## config.mk

```make
export PLATFORM = sky130hd
export DESIGN_NAME = huff_merge_sched
export DESIGN_NICKNAME = d
export VERILOG_FILES = /design/src/rtl/huff_pkg.sv /design/src/rtl/huff_min2_select.sv /design/src/rtl/huff_merge_sched.sv
export SDC_FILE = /design/constraint.sdc
export NUM_CORES = 1
export LEC_CHECK = 0
export ABC_CLOCK_PERIOD_IN_PS = 19300
export BUFFER_PORTS_ARGS = -buffer_cell sky130_fd_sc_hd__buf_2
export CAP_MARGIN = 20
export CORE_MARGIN = 8
export CORE_UTILIZATION = 55
export DETAILED_ROUTE_END_ITERATION = 8
export PLACE_DENSITY = 0.73
export SYNTH_ARGS = -nofsm -noshare
export SYNTH_HDL_FRONTEND = slang
export SYNTH_SLANG_ARGS = --single-unit
```

## constraint.sdc

```tcl
create_clock -name clk -period 19.3 [get_ports clk]
set_input_delay 1.93 -clock clk [delete_from_list [all_inputs] [get_ports clk]]
set_output_delay 1.93 -clock clk [all_outputs]
set_load 0.05 [all_outputs]
```

## src/rtl/huff_pkg.sv

```systemverilog
// huff_pkg: definitions shared by the Huffman merge scheduler.
//   state_e  - scheduler FSM states
//   clog2    - ceiling log2, never less than 1
//   id_w / slot_w / cnt_w - widths of record node ids, slot indices and
//   live-leaf counters, derived from the number of leaf symbols.
package huff_pkg;

  typedef enum logic [1:0] {
    ST_IDLE   = 2'd0,
    ST_SELECT = 2'd1,
    ST_EMIT   = 2'd2,
    ST_DONE   = 2'd3
  } state_e;

  localparam int MAX_NSYM = 32;

  function automatic int clog2(input int v);
    int r;
    r = 0;
    while ((1 << r) < v) r++;
    return (r < 1) ? 1 : r;
  endfunction

  // Node ids cover NSYM leaves plus NSYM-1 internal parents.
  function automatic int id_w(input int nsym);
    return clog2(2 * nsym - 1);
  endfunction

  function automatic int slot_w(input int nsym);
    return clog2(nsym);
  endfunction

  function automatic int cnt_w(input int nsym);
    return clog2(nsym + 1);
  endfunction

endpackage

```

## src/rtl/huff_min2_select.sv

```systemverilog
// huff_min2_select: combinational search for the two smallest live slots.
//   live_i  - live mask, one bit per slot
//   freq_i  - flattened slot frequencies, slot i at [i*FW +: FW]
//   min1_o  - live slot with the lowest frequency
//   min2_o  - lowest-frequency live slot other than min1_o
// Ties go to the lowest slot index: slots are scanned upward and only a
// strictly smaller frequency displaces an earlier candidate.
module huff_min2_select
  import huff_pkg::*;
#(
  parameter int NSYM = 10,
  parameter int FW   = 9,
  parameter int SW   = 4
) (
  input  logic [NSYM-1:0]    live_i,
  input  logic [NSYM*FW-1:0] freq_i,
  output logic [SW-1:0]      min1_o,
  output logic [SW-1:0]      min2_o
);

  logic          have1, have2;
  logic [FW-1:0] best1, best2, fr;

  always_comb begin
    min1_o = '0;
    min2_o = '0;
    have1  = 1'b0;
    have2  = 1'b0;
    best1  = '0;
    best2  = '0;
    fr     = '0;
    for (int i = 0; i < NSYM; i++) begin
      fr = freq_i[i*FW +: FW];
      if (live_i[i]) begin
        if (!have1 || fr < best1) begin
          // New minimum: previous minimum becomes the runner-up.
          min2_o = min1_o;
          best2  = best1;
          have2  = have1;
          min1_o = SW'(i);
          best1  = fr;
          have1  = 1'b1;
        end else if (!have2 || fr < best2) begin
          min2_o = SW'(i);
          best2  = fr;
          have2  = 1'b1;
        end
      end
    end
  end

endmodule

```

## src/rtl/huff_merge_sched.sv

```systemverilog
// huff_merge_sched: schedules the merges of a Huffman tree build.
//   clk, rst          - clock, asynchronous active-high reset
//   start, freq_in    - load leaf frequencies and begin a build (IDLE only)
//   busy              - high whenever a build is in progress
//   merge_valid/ready - handshake for one merge record
//   merge_lo_id/hi_id - smallest and second-smallest child node ids
//   merge_parent_id   - id of the new parent node
//   merge_freq/sat    - parent frequency (saturating) and saturation flag
//   done, root_id     - end-of-build pulse and final root node id
module huff_merge_sched
  import huff_pkg::*;
#(
  parameter  int NSYM      = 10,
  parameter  int FW        = 9,
  parameter  int SKIP_ZERO = 1,
  localparam int IW        = id_w(NSYM)
) (
  input  logic               clk,
  input  logic               rst,
  input  logic               start,
  input  logic [NSYM*FW-1:0] freq_in,
  output logic               busy,
  output logic               merge_valid,
  input  logic               merge_ready,
  output logic [IW-1:0]      merge_lo_id,
  output logic [IW-1:0]      merge_hi_id,
  output logic [IW-1:0]      merge_parent_id,
  output logic [FW-1:0]      merge_freq,
  output logic               merge_sat,
  output logic               done,
  output logic [IW-1:0]      root_id
);

  localparam int SW = slot_w(NSYM);
  localparam int CW = cnt_w(NSYM);

  state_e            state_q, state_d;
  logic [FW-1:0]     freq_q [NSYM];
  logic [FW-1:0]     freq_d [NSYM];
  logic [IW-1:0]     id_q   [NSYM];
  logic [IW-1:0]     id_d   [NSYM];
  logic [NSYM-1:0]   live_q, live_d;
  logic [IW-1:0]     next_parent_q, next_parent_d;
  logic [CW-1:0]     rem_q, rem_d;        // merges still to be issued
  logic [SW-1:0]     min1_q, min1_d, min2_q, min2_d;
  logic [IW-1:0]     root_q, root_d;

  logic [NSYM-1:0]   leaf_live;
  logic [NSYM*FW-1:0] freq_flat;
  logic [SW-1:0]     sel_min1, sel_min2;
  logic [CW-1:0]     k_load;
  logic [IW-1:0]     first_live;
  logic              found;
  logic [FW:0]       sum_w;
  logic              sat_w;

  for (genvar gi = 0; gi < NSYM; gi++) begin : g_slot
    assign leaf_live[gi] = (SKIP_ZERO != 0) ? (|freq_in[gi*FW +: FW]) : 1'b1;
    assign freq_flat[gi*FW +: FW] = freq_q[gi];
  end

  huff_min2_select #(.NSYM(NSYM), .FW(FW), .SW(SW)) u_select (
    .live_i (live_q),
    .freq_i (freq_flat),
    .min1_o (sel_min1),
    .min2_o (sel_min2)
  );

  // Live-leaf count and first live leaf of the incoming frequency vector;
  // the latter is the root when only one leaf survives.
  always_comb begin
    k_load     = '0;
    first_live = '0;
    found      = 1'b0;
    for (int i = 0; i < NSYM; i++) begin
      if (leaf_live[i]) begin
        k_load = k_load + CW'(1);
        if (!found) begin
          first_live = IW'(i);
          found      = 1'b1;
        end
      end
    end
  end

  assign sum_w      = {1'b0, freq_q[min1_q]} + {1'b0, freq_q[min2_q]};
  assign sat_w      = sum_w[FW];
  assign merge_freq = sat_w ? {FW{1'b1}} : sum_w[FW-1:0];

  assign busy            = (state_q != ST_IDLE);
  assign merge_valid     = (state_q == ST_EMIT);
  assign done            = (state_q == ST_DONE);
  assign merge_sat       = (state_q == ST_EMIT) && sat_w;
  assign merge_lo_id     = id_q[min1_q];
  assign merge_hi_id     = id_q[min2_q];
  assign merge_parent_id = next_parent_q;
  assign root_id         = root_q;

  always_comb begin
    state_d       = state_q;
    freq_d        = freq_q;
    id_d          = id_q;
    live_d        = live_q;
    next_parent_d = next_parent_q;
    rem_d         = rem_q;
    min1_d        = min1_q;
    min2_d        = min2_q;
    root_d        = root_q;
    case (state_q)
      ST_IDLE: begin
        if (start) begin
          for (int i = 0; i < NSYM; i++) begin
            freq_d[i] = freq_in[i*FW +: FW];
            id_d[i]   = IW'(i);
          end
          live_d        = leaf_live;
          next_parent_d = IW'(NSYM);
          if (k_load >= CW'(2)) begin
            rem_d   = k_load - CW'(1);
            state_d = ST_SELECT;
          end else begin
            root_d  = (k_load == '0) ? {IW{1'b1}} : first_live;
            state_d = ST_DONE;
          end
        end
      end
      ST_SELECT: begin
        min1_d  = sel_min1;
        min2_d  = sel_min2;
        state_d = ST_EMIT;
      end
      ST_EMIT: begin
        if (merge_ready) begin
          // The parent takes over min1's slot; min2's slot is retired.
          freq_d[min1_q] = merge_freq;
          id_d[min1_q]   = next_parent_q;
          live_d[min2_q] = 1'b0;
          next_parent_d  = next_parent_q + IW'(1);
          if (rem_q == CW'(1)) begin
            root_d  = next_parent_q;
            state_d = ST_DONE;
          end else begin
            rem_d   = rem_q - CW'(1);
            state_d = ST_SELECT;
          end
        end
      end
      default: state_d = ST_IDLE;
    endcase
  end

  always_ff @(posedge clk or posedge rst) begin
    if (rst) begin
      state_q       <= ST_IDLE;
      for (int i = 0; i < NSYM; i++) begin
        freq_q[i] <= '0;
        id_q[i]   <= '0;
      end
      live_q        <= '0;
      next_parent_q <= '0;
      rem_q         <= '0;
      min1_q        <= '0;
      min2_q        <= '0;
      root_q        <= '0;
    end else begin
      state_q       <= state_d;
      freq_q        <= freq_d;
      id_q          <= id_d;
      live_q        <= live_d;
      next_parent_q <= next_parent_d;
      rem_q         <= rem_d;
      min1_q        <= min1_d;
      min2_q        <= min2_d;
      root_q        <= root_d;
    end
  end

endmodule

```

==> results of run 1 <==
==> metrics by stage <==
stage | utilization, % | setup TNS [ns] | worst slack, ns | hold WS, ns | area (um^2)
2_1_floorplan | - | 0 | 0.0234 | 0.460 | 18300
5_1_grt | 63.6 | -1.18 | -0.284 | 0.526 | 21100
3_3_place_gp | 59.3 | -0.0877 | -0.0577 | 0.474 | 19700
4_1_cts | 61.5 | 0 | 0.0136 | 0.507 | 20400
3_5_place_dp | 59.3 | -4.68 | -0.784 | 0.492 | 19700
6_report | 63.6 | 0 | 0.725 | 0.507 | 21100
==> cell usage after synthesis (7+ instances only) <==
library cell / instances
and2_1: 23
a31oi_1: 26
mux2i_1: 57
mux2_2: 17
or2_2: 7
buf_2: 11
o221ai_1: 8
nor3_1: 46
buf_1: 18
or3_1: 8
xnor2_1: 20
nor4_1: 11
o21ai_0: 238
nor2_1: 191
a211oi_1: 19
a32oi_1: 8
a32o_1: 8
a221oi_1: 7
a21o_1: 35
o32a_1: 11
o31ai_1: 8
a22oi_1: 117
dfrtp_1: 174
nand2_1: 242
clkbuf_1: 99
mux4_2: 56
ha_1: 162
a21oi_1: 146
and3_1: 12
nand4_1: 41
o21ai_1: 12
nand3_1: 60
o21a_1: 29
inv_1: 89
o22ai_1: 35
o211ai_1: 19
xor2_1: 8
nor2b_1: 21
nand2b_1: 28
==> state kept, by name, summed over array words and instances, names as in the netlist <==
| signal | count |
|---|---|
| freq_flat | 90 |
| id_q | 50 |
| live_q | 10 |
| merge_parent_id | 5 |
| min1_q | 4 |
| min2_q | 4 |
| rem_q | 4 |
| root_id | 5 |
| state_q | 2 |
==> worst register-to-register path, delay by kind of cell (launching register included) <==
family          cells  cell delay (ns)
flops               1             0.41
mux                 1             0.15
fa+ha+maj           9             2.51
simple gates       24             3.12
compound gates     56            11.28
buf+inv             7             1.06
==> area by class of cell <==
cell class | instances | area (um^2) | area share, %
flip-flops and latches | 174 | 4360 | 20.6
well taps | 448 | 561 | 2.65
multi-input cells | 1861 | 13700 | 64.7
inverters | 93 | 354 | 1.68
clock inverters | 10 | 166 | 0.788
repair buffers | 248 | 1580 | 7.46
clock buffers | 20 | 437 | 2.07
==> layer usage <==
| metal | global-route usage (%) | wire length, um | vias up |
|---|---|---|---|
| met5 | 0 | 0 | - |
| met4 | 20.6 | 4960 | 0 |
| met3 | 8.85 | 9930 | 354 |
| met2 | 57.0 | 33400 | 1575 |
| met1 | 48.1 | 28400 | 9613 |
| li1 | - | - | 8834 |
==> worst min-delay path by stage <==
stage / from / end / slack (ns) / cells past startpoint
final: id_q[34]$_DFFE_PP0P_ / id_q[34]$_DFFE_PP0P_ / 0.51 / 2
after global routing: root_id[1]$_DFFE_PP0P_ / root_id[1]$_DFFE_PP0P_ / 0.53 / 1
after CTS: id_q[34]$_DFFE_PP0P_ / id_q[34]$_DFFE_PP0P_ / 0.51 / 2
after detailed placement: id_q[34]$_DFFE_PP0P_ / id_q[34]$_DFFE_PP0P_ / 0.49 / 2
after global placement: id_q[23]$_DFFE_PP0P_ / id_q[23]$_DFFE_PP0P_ / 0.47 / 2
after floorplan: id_q[19]$_DFFE_PP0P_ / id_q[19]$_DFFE_PP0P_ / 0.46 / 2
==> repair_timing <==
action	CTS	global route
gates resized for setup	24	112
endpoints found under the setup margin	8	8
pin swaps	4	33
setup buffers	4	25
hold endpoints to repair	0	0
gates cloned	0	2
==> kinds of logic (layout without fill, tap and decap cells) <==
logic type      after synthesis  in the layout
xor+xnor                     31             31
fa+ha+maj                   165            165
simple gates                706            706
mux                         130            130
flops                       174            174
compound gates              827            829
buf+inv                     225            371
==> summary.md, run 1 <==
| Metric | Value |
|---|---|
| CP peak stage delay | roughly 0.4 ns |
| Synth Cell Area | 18300 um^2 |
| Post-Synth Simple-Gate Area | 17.7% |
| Synth Area in XOR/XNOR | 1.61% |
| First-pass GRT wire length | 113000 um |
| Row Count | 67 |
| Largest net degree at the start of global routing | between 90 and 100 |
| Critical path launch point type | flip-flop |
| CTS root buf | clkbuf_16 |
| Fillers | roughly 2.9k |
| First-pass DRT Iterations | 8 |
| Maximum clock insertion buffer count | 2 |
| Die height | 198 um |
| Routed Antenna Nets | 0 |
| Clock sink count | 174 |
| Max-Cap Viols | 0 |
| Worst-Margin Slew | 1.17 ns |
| Final cell count without fillers | roughly 2.9k |
| R2r setup slk | 0.72 ns |
| Kind of critical path | reg -> reg |
| Syn_area_per_cell | 8.11 um^2 |
| Vias in the first global route | 19.1k |
| Worst r2r dst | min2_q[0]$_DFFE_PP0P_ |
| Crit path depth | 97 |
| Slowest stage cell, crit path | dfrtp_2 |
| Ys flop type | dfrtp_1 |
| FF-to-FF Start | live_q[0]$_DFFE_PP0P_ |
| Diode count | 0 |
| Core box area | 33200 um^2 |
| H-tree depth | 4 |
| Number of synthesis warnings | 0 |
| CP required | 19.66 ns |
| Largest family of logic cells by synthesized area | compound AO/OA/AOI/OAI gates |
| GRT Overall Usage | 37.2% |
| Port bufs | 126 |
| Routed WL | approximately 77000 um |
| Clock slew seen by the registers of the worst setup and hold paths | about 0.070 ns |
| HPWL Detailed | 56900 um |
| Die width | 198 um |
| Hold Fails Final Rpt | 0 |
| Critical Path End Type | flip-flop |
| Outcome | finished clean |
| Cell accounting for the most synthesized area | dfrtp_1 |
| Synth top area share | 23.8% |
| Antenna violations before repair | 1 |
| Per-cell routed wire length | ~27 um |
| Starting density of the core | 55.2% |
| Buf/Inv on CP | 7 |
| Placed cell count | about 2.8k |
| Num ports | about 130 |
| Max Fclk | 53.8 MHz |
| Drt drc | 0 |
| Final Max Slew Viols | 0 |
| Cells after synthesis | 2258 |
| Synth async-reset ratio | 100% |
| Most common cell after layout, fill and taps aside | nand2_1 |
| Synthesized flop and latch total | between 150 and 200 |
| Cell family with most CP delay | compound AO/OA/AOI/OAI gates |
| CTS tree | yes |
| Hold-fix buffers, CTS | 0 |
| Nets | 2652 |
| Min-Delay Path Class | reg -> reg |
| GRT overflow | 0 |
| Layout area overhead | 15.3% |
| Vias | 20.4k |
| Syn Nets | 2515 |
| CP max FO | 11 |
| Seq/Total Area, Yosys | 23.8% |
| Setup Skew | about 0.013 ns |
| Ranking of synthesized cells by area | dfrtp_1 24%, ha_1 11%, mux4_2 6.9% |
| Synth cell types | 93 |
| Die ar. | 39400 um^2 |
| Crit path capture | min2_q[0]$_DFFE_PP0P_ |
| Crit path arrival time | 18.93 ns |
| Setup violations, final | 0 |
| Mux contribution to synthesized area | 11.0% |
| Initial DRC count | 2976 |
| Compound-Gate Fraction of Synth Area | 29.8% |
| Relative slew slack | 21.4% |
| Most frequent cells in the layout | 239 x nand2_1, 216 x o21ai_0, 185 x nor2_1, 171 x dfrtp_1, 160 x ha_1 |
| Post-synthesis adder-cell area fraction | between 10% and 20% |
| Inserted Clock Buffers | 17 |
| Tcrit/Tclk final | 96.2% |
| Final Critical Period | 18.58 ns |
| Clk_lat worst skew | 0.44 ns |
| Critical Path Start | live_q[0]$_DFFE_PP0P_ |
| EDFF count, synth | 0 |
| Gpl congestion | approximately 1.1 |
| Vias per Instance | around 7 |
| Share of post-route cells with drive strength above 1 | about a fifth |
| R2R depth | 97 |
Power of run 1 is not shown: default switching activity piles up to over one toggle a cycle in this logic, so the estimate is an artifact.
==> run 2: changes to the inputs <==
ABC_AREA = 1   (was default)
==> summary.md, run 2 <==
| Metric | Value |
|---|---|
| Port bufs | 126 (unchanged) |
| Hold Path End | root_id[0]$_DFFE_PP0P_ |
| Crit path arrival time | 18.16 ns (-0.77 ns) |
| Max Fclk | 56.1 MHz (+4.1%) |
| Nets | 2839 (+7.1%) |
| Worst-Margin Slew | 1.20 ns (+0.0323 ns) |
| R2r setup slk | 1.46 ns (+0.74 ns) |
| R2R depth | 91 (-6.2%) |
| Maximum clock insertion buffer count | 2 (unchanged) |
| Synth cell types | 51 (-45%) |
| First-pass DRT Iterations | 8 (unchanged) |
| Routed WL | 72700 um (-5.1%) |
| Setup TNS | 0 ns (unchanged) |
| Relative slew slack | 19.6% (-1.7 points) |
| Largest net degree at the start of global routing | 66 (-31%) |
| Core box area | 30500 um^2 (-8.1%) |
| Min-Delay Path Class | reg -> reg |
| First-pass GRT wire length | 109000 um (-3.1%) |
| Diode count | 0 (unchanged) |
| Synthesized flop and latch total | 174 (unchanged) |
| EDFF count, synth | 0 (unchanged) |
| Worst r2r dst | min2_q[0]$_DFFE_PP0P_ |
| Outcome | finished clean |
| Most frequent cells in the layout | 530 x nand2_1, 323 x inv_1, 224 x o21ai_0, 191 x nor2_1, 173 x dfrtp_1 |
| Top cells by count, synth | 532 x nand2_1, 329 x inv_1, 234 x o21ai_0 |
| Clk_lat worst skew | 0.45 ns (about the same) |
| Critical Path End Type | flip-flop |
| H-tree depth | 4 (unchanged) |
| FF-to-FF Start | live_q[0]$_DFFE_PP0P_ |
| Seq/Total Area, Yosys | 25.6% (+1.9 points) |
| Kind of critical path | reg -> reg |
| Setup violations, final | 0 (unchanged) |
| Worst slack, placed | 0.376 ns (+1.16 ns) |
| Cell accounting for the most synthesized area | dfrtp_1 |
| Most frequent CP cell | nand2_1 |
| Clock slew seen by the registers of the worst setup and hold paths | 0.07 ns (about the same) |
| Tcrit/Tclk final | 92.4% (-3.8 points) |
| Die ar. | 36800 um^2 (-6.7%) |
| Vias | 20.0k (-1.9%) |
| Ys flop type | dfrtp_1 |
| Most common cell after layout, fill and taps aside | nand2_1 |
| Hold Fails Final Rpt | 0 (unchanged) |
| CP max FO | 30 (+19) |
| Syn Nets | 2770 (+10%) |
| RSZ-0062 raised after global routing | false |
| Slowest stage cell, crit path | o21ai_0 |
| Syn_area_per_cell | 6.76 um^2 (-17%) |
| HPWL Detailed | 56500 um (-0.66%) |
| Routed Antenna Nets | 0 (unchanged) |
| Synth async-reset ratio | 100% (unchanged) |
| Synth Cell Area | 17000 um^2 (-7.2%) |
| Gpl congestion | 1.07 (-4.5%) |
| Final Critical Period | 17.84 ns (-0.735 ns) |
| Vias in the first global route | 18.6k (-2.6%) |
| Vias per Instance | 6.68 (-6.4%) |
| Largest register FFs | 90 (unchanged) |
| Drt drc | 0 (unchanged) |
| Most frequent cell after synthesis | nand2_1 |
| CP required | 19.63 ns (-0.03 ns) |
| Initial DRC count | 2761 (-7.2%) |
| Antenna violations before repair | 0 (-1) |
| Layout area overhead | 9.53% |
| Cells after synthesis | 2513 (+11%) |
| Synth top area share | 25.6% (+1.9 points) |
| CP peak stage delay | 0.60 ns (+0.19 ns) |
| Starting density of the core | 55.7% (+0.52 points) |
| Setup Skew | 0.0111 ns (-0.00236 ns) |
| Final WS setup | 1.46 ns (+0.735 ns) |
| Critical path launch point type | flip-flop |
| Hold Path Origin | root_id[0]$_DFFE_PP0P_ |
| Max-Cap Viols | 0 (unchanged) |
| Number of synthesis warnings | 0 (unchanged) |
| Per-cell routed wire length | 24.3 um (-9.5%) |
| Die width | 192 um (-3.4%) |
| Inserted Clock Buffers | 17 (unchanged) |
| Final Max Slew Viols | 0 (unchanged) |
| Ranking of synthesized cells by area | dfrtp_1 26%, ha_1 12%, nand2_1 12% |
| CTS root buf | clkbuf_16 |
| Critical Path Start | live_q[0]$_DFFE_PP0P_ |
| CTS tree | yes |
| Share of post-route cells with drive strength above 1 | 9.48% (-11 points) |
| Clock sink count | 174 (unchanged) |
| Post-CTS setup buffer count | 0 (-4) |
| Row Count | 64 (-4.5%) |
| Hold Path Depth | 2 (unchanged) |
| Num ports | 127 (unchanged) |
| Die height | 192 um (-3.4%) |
| GRT overflow | 0 (unchanged) |
| GRT Overall Usage | 38.5% (+1.3 points) |
[run 2: logic make-up (layout without fill, tap and decap cells)]
group           after synthesis  count (layout)  share of synthesized area (%)
flops                       174             174                           25.6
fa+ha+maj                   163             163                           12.0
xor+xnor                     17              17                          0.876
buf+inv                     446             528                           10.0
simple gates                919             919                           22.6
compound gates              794             794                           28.8
[run 2: worst max-delay path, delay by kind of cell, from the launching register on]
kind	cells	cell delay, ns
compound gates	25	6.51
fa+ha+maj	9	2.88
buf+inv	12	2.17
simple gates	45	5.63
flops	1	0.53
[run 2: layout make-up]
type                    count  area (um^2)
fillers                  2864        11900
flip-flops and latches    174         4360
multi-input cells        1893        11000
clock buffers              18          439
clock inverters            14          174
inverters                 337         1290
well taps                 396          495
repair buffers            159          880
[run 2: routing by layer]
layer	up-vias	share of wire [%]	global-route usage, %
met3	281	12	8.62
met1	9282	38	50.1
li1	8913	-	-
met2	1515	43	59.3
met4	0	5.9	19.9
met5	-	0	0
[run 2: how the worst max path moves through the flow]
stage,to
final,min2_q[0]$_DFFE_PP0P_
after global placement,min2_q[0]$_DFFE_PP0P_
after detailed placement,min2_q[0]$_DFFE_PP0P_
after CTS,min2_q[0]$_DFFE_PP0P_
after floorplan,min2_q[0]$_DFFE_PP0P_
after global routing,min2_q[0]$_DFFE_PP0P_
[run 2: what timing repair did]
| item | in CTS | in global routing |
|---|---|---|
| endpoints found under the setup margin | 0 | 8 |
| hold buffers | 0 | 0 |
| resized for setup | 0 | 24 |
[run 2: stage by stage]
step	utilization [%]	instances	cell area, um^2	hold slack, ns
2_1_floorplan	-	2513	17000	0.453
3_3_place_gp	58.7	2954	17900	0.454
3_5_place_dp	58.7	2954	17900	0.461
4_1_cts	60.7	2986	18500	0.484
5_1_grt	61.0	2991	18600	0.523
6_report	61.0	2991	18600	0.482
Power of run 2 is left out for the same reason.
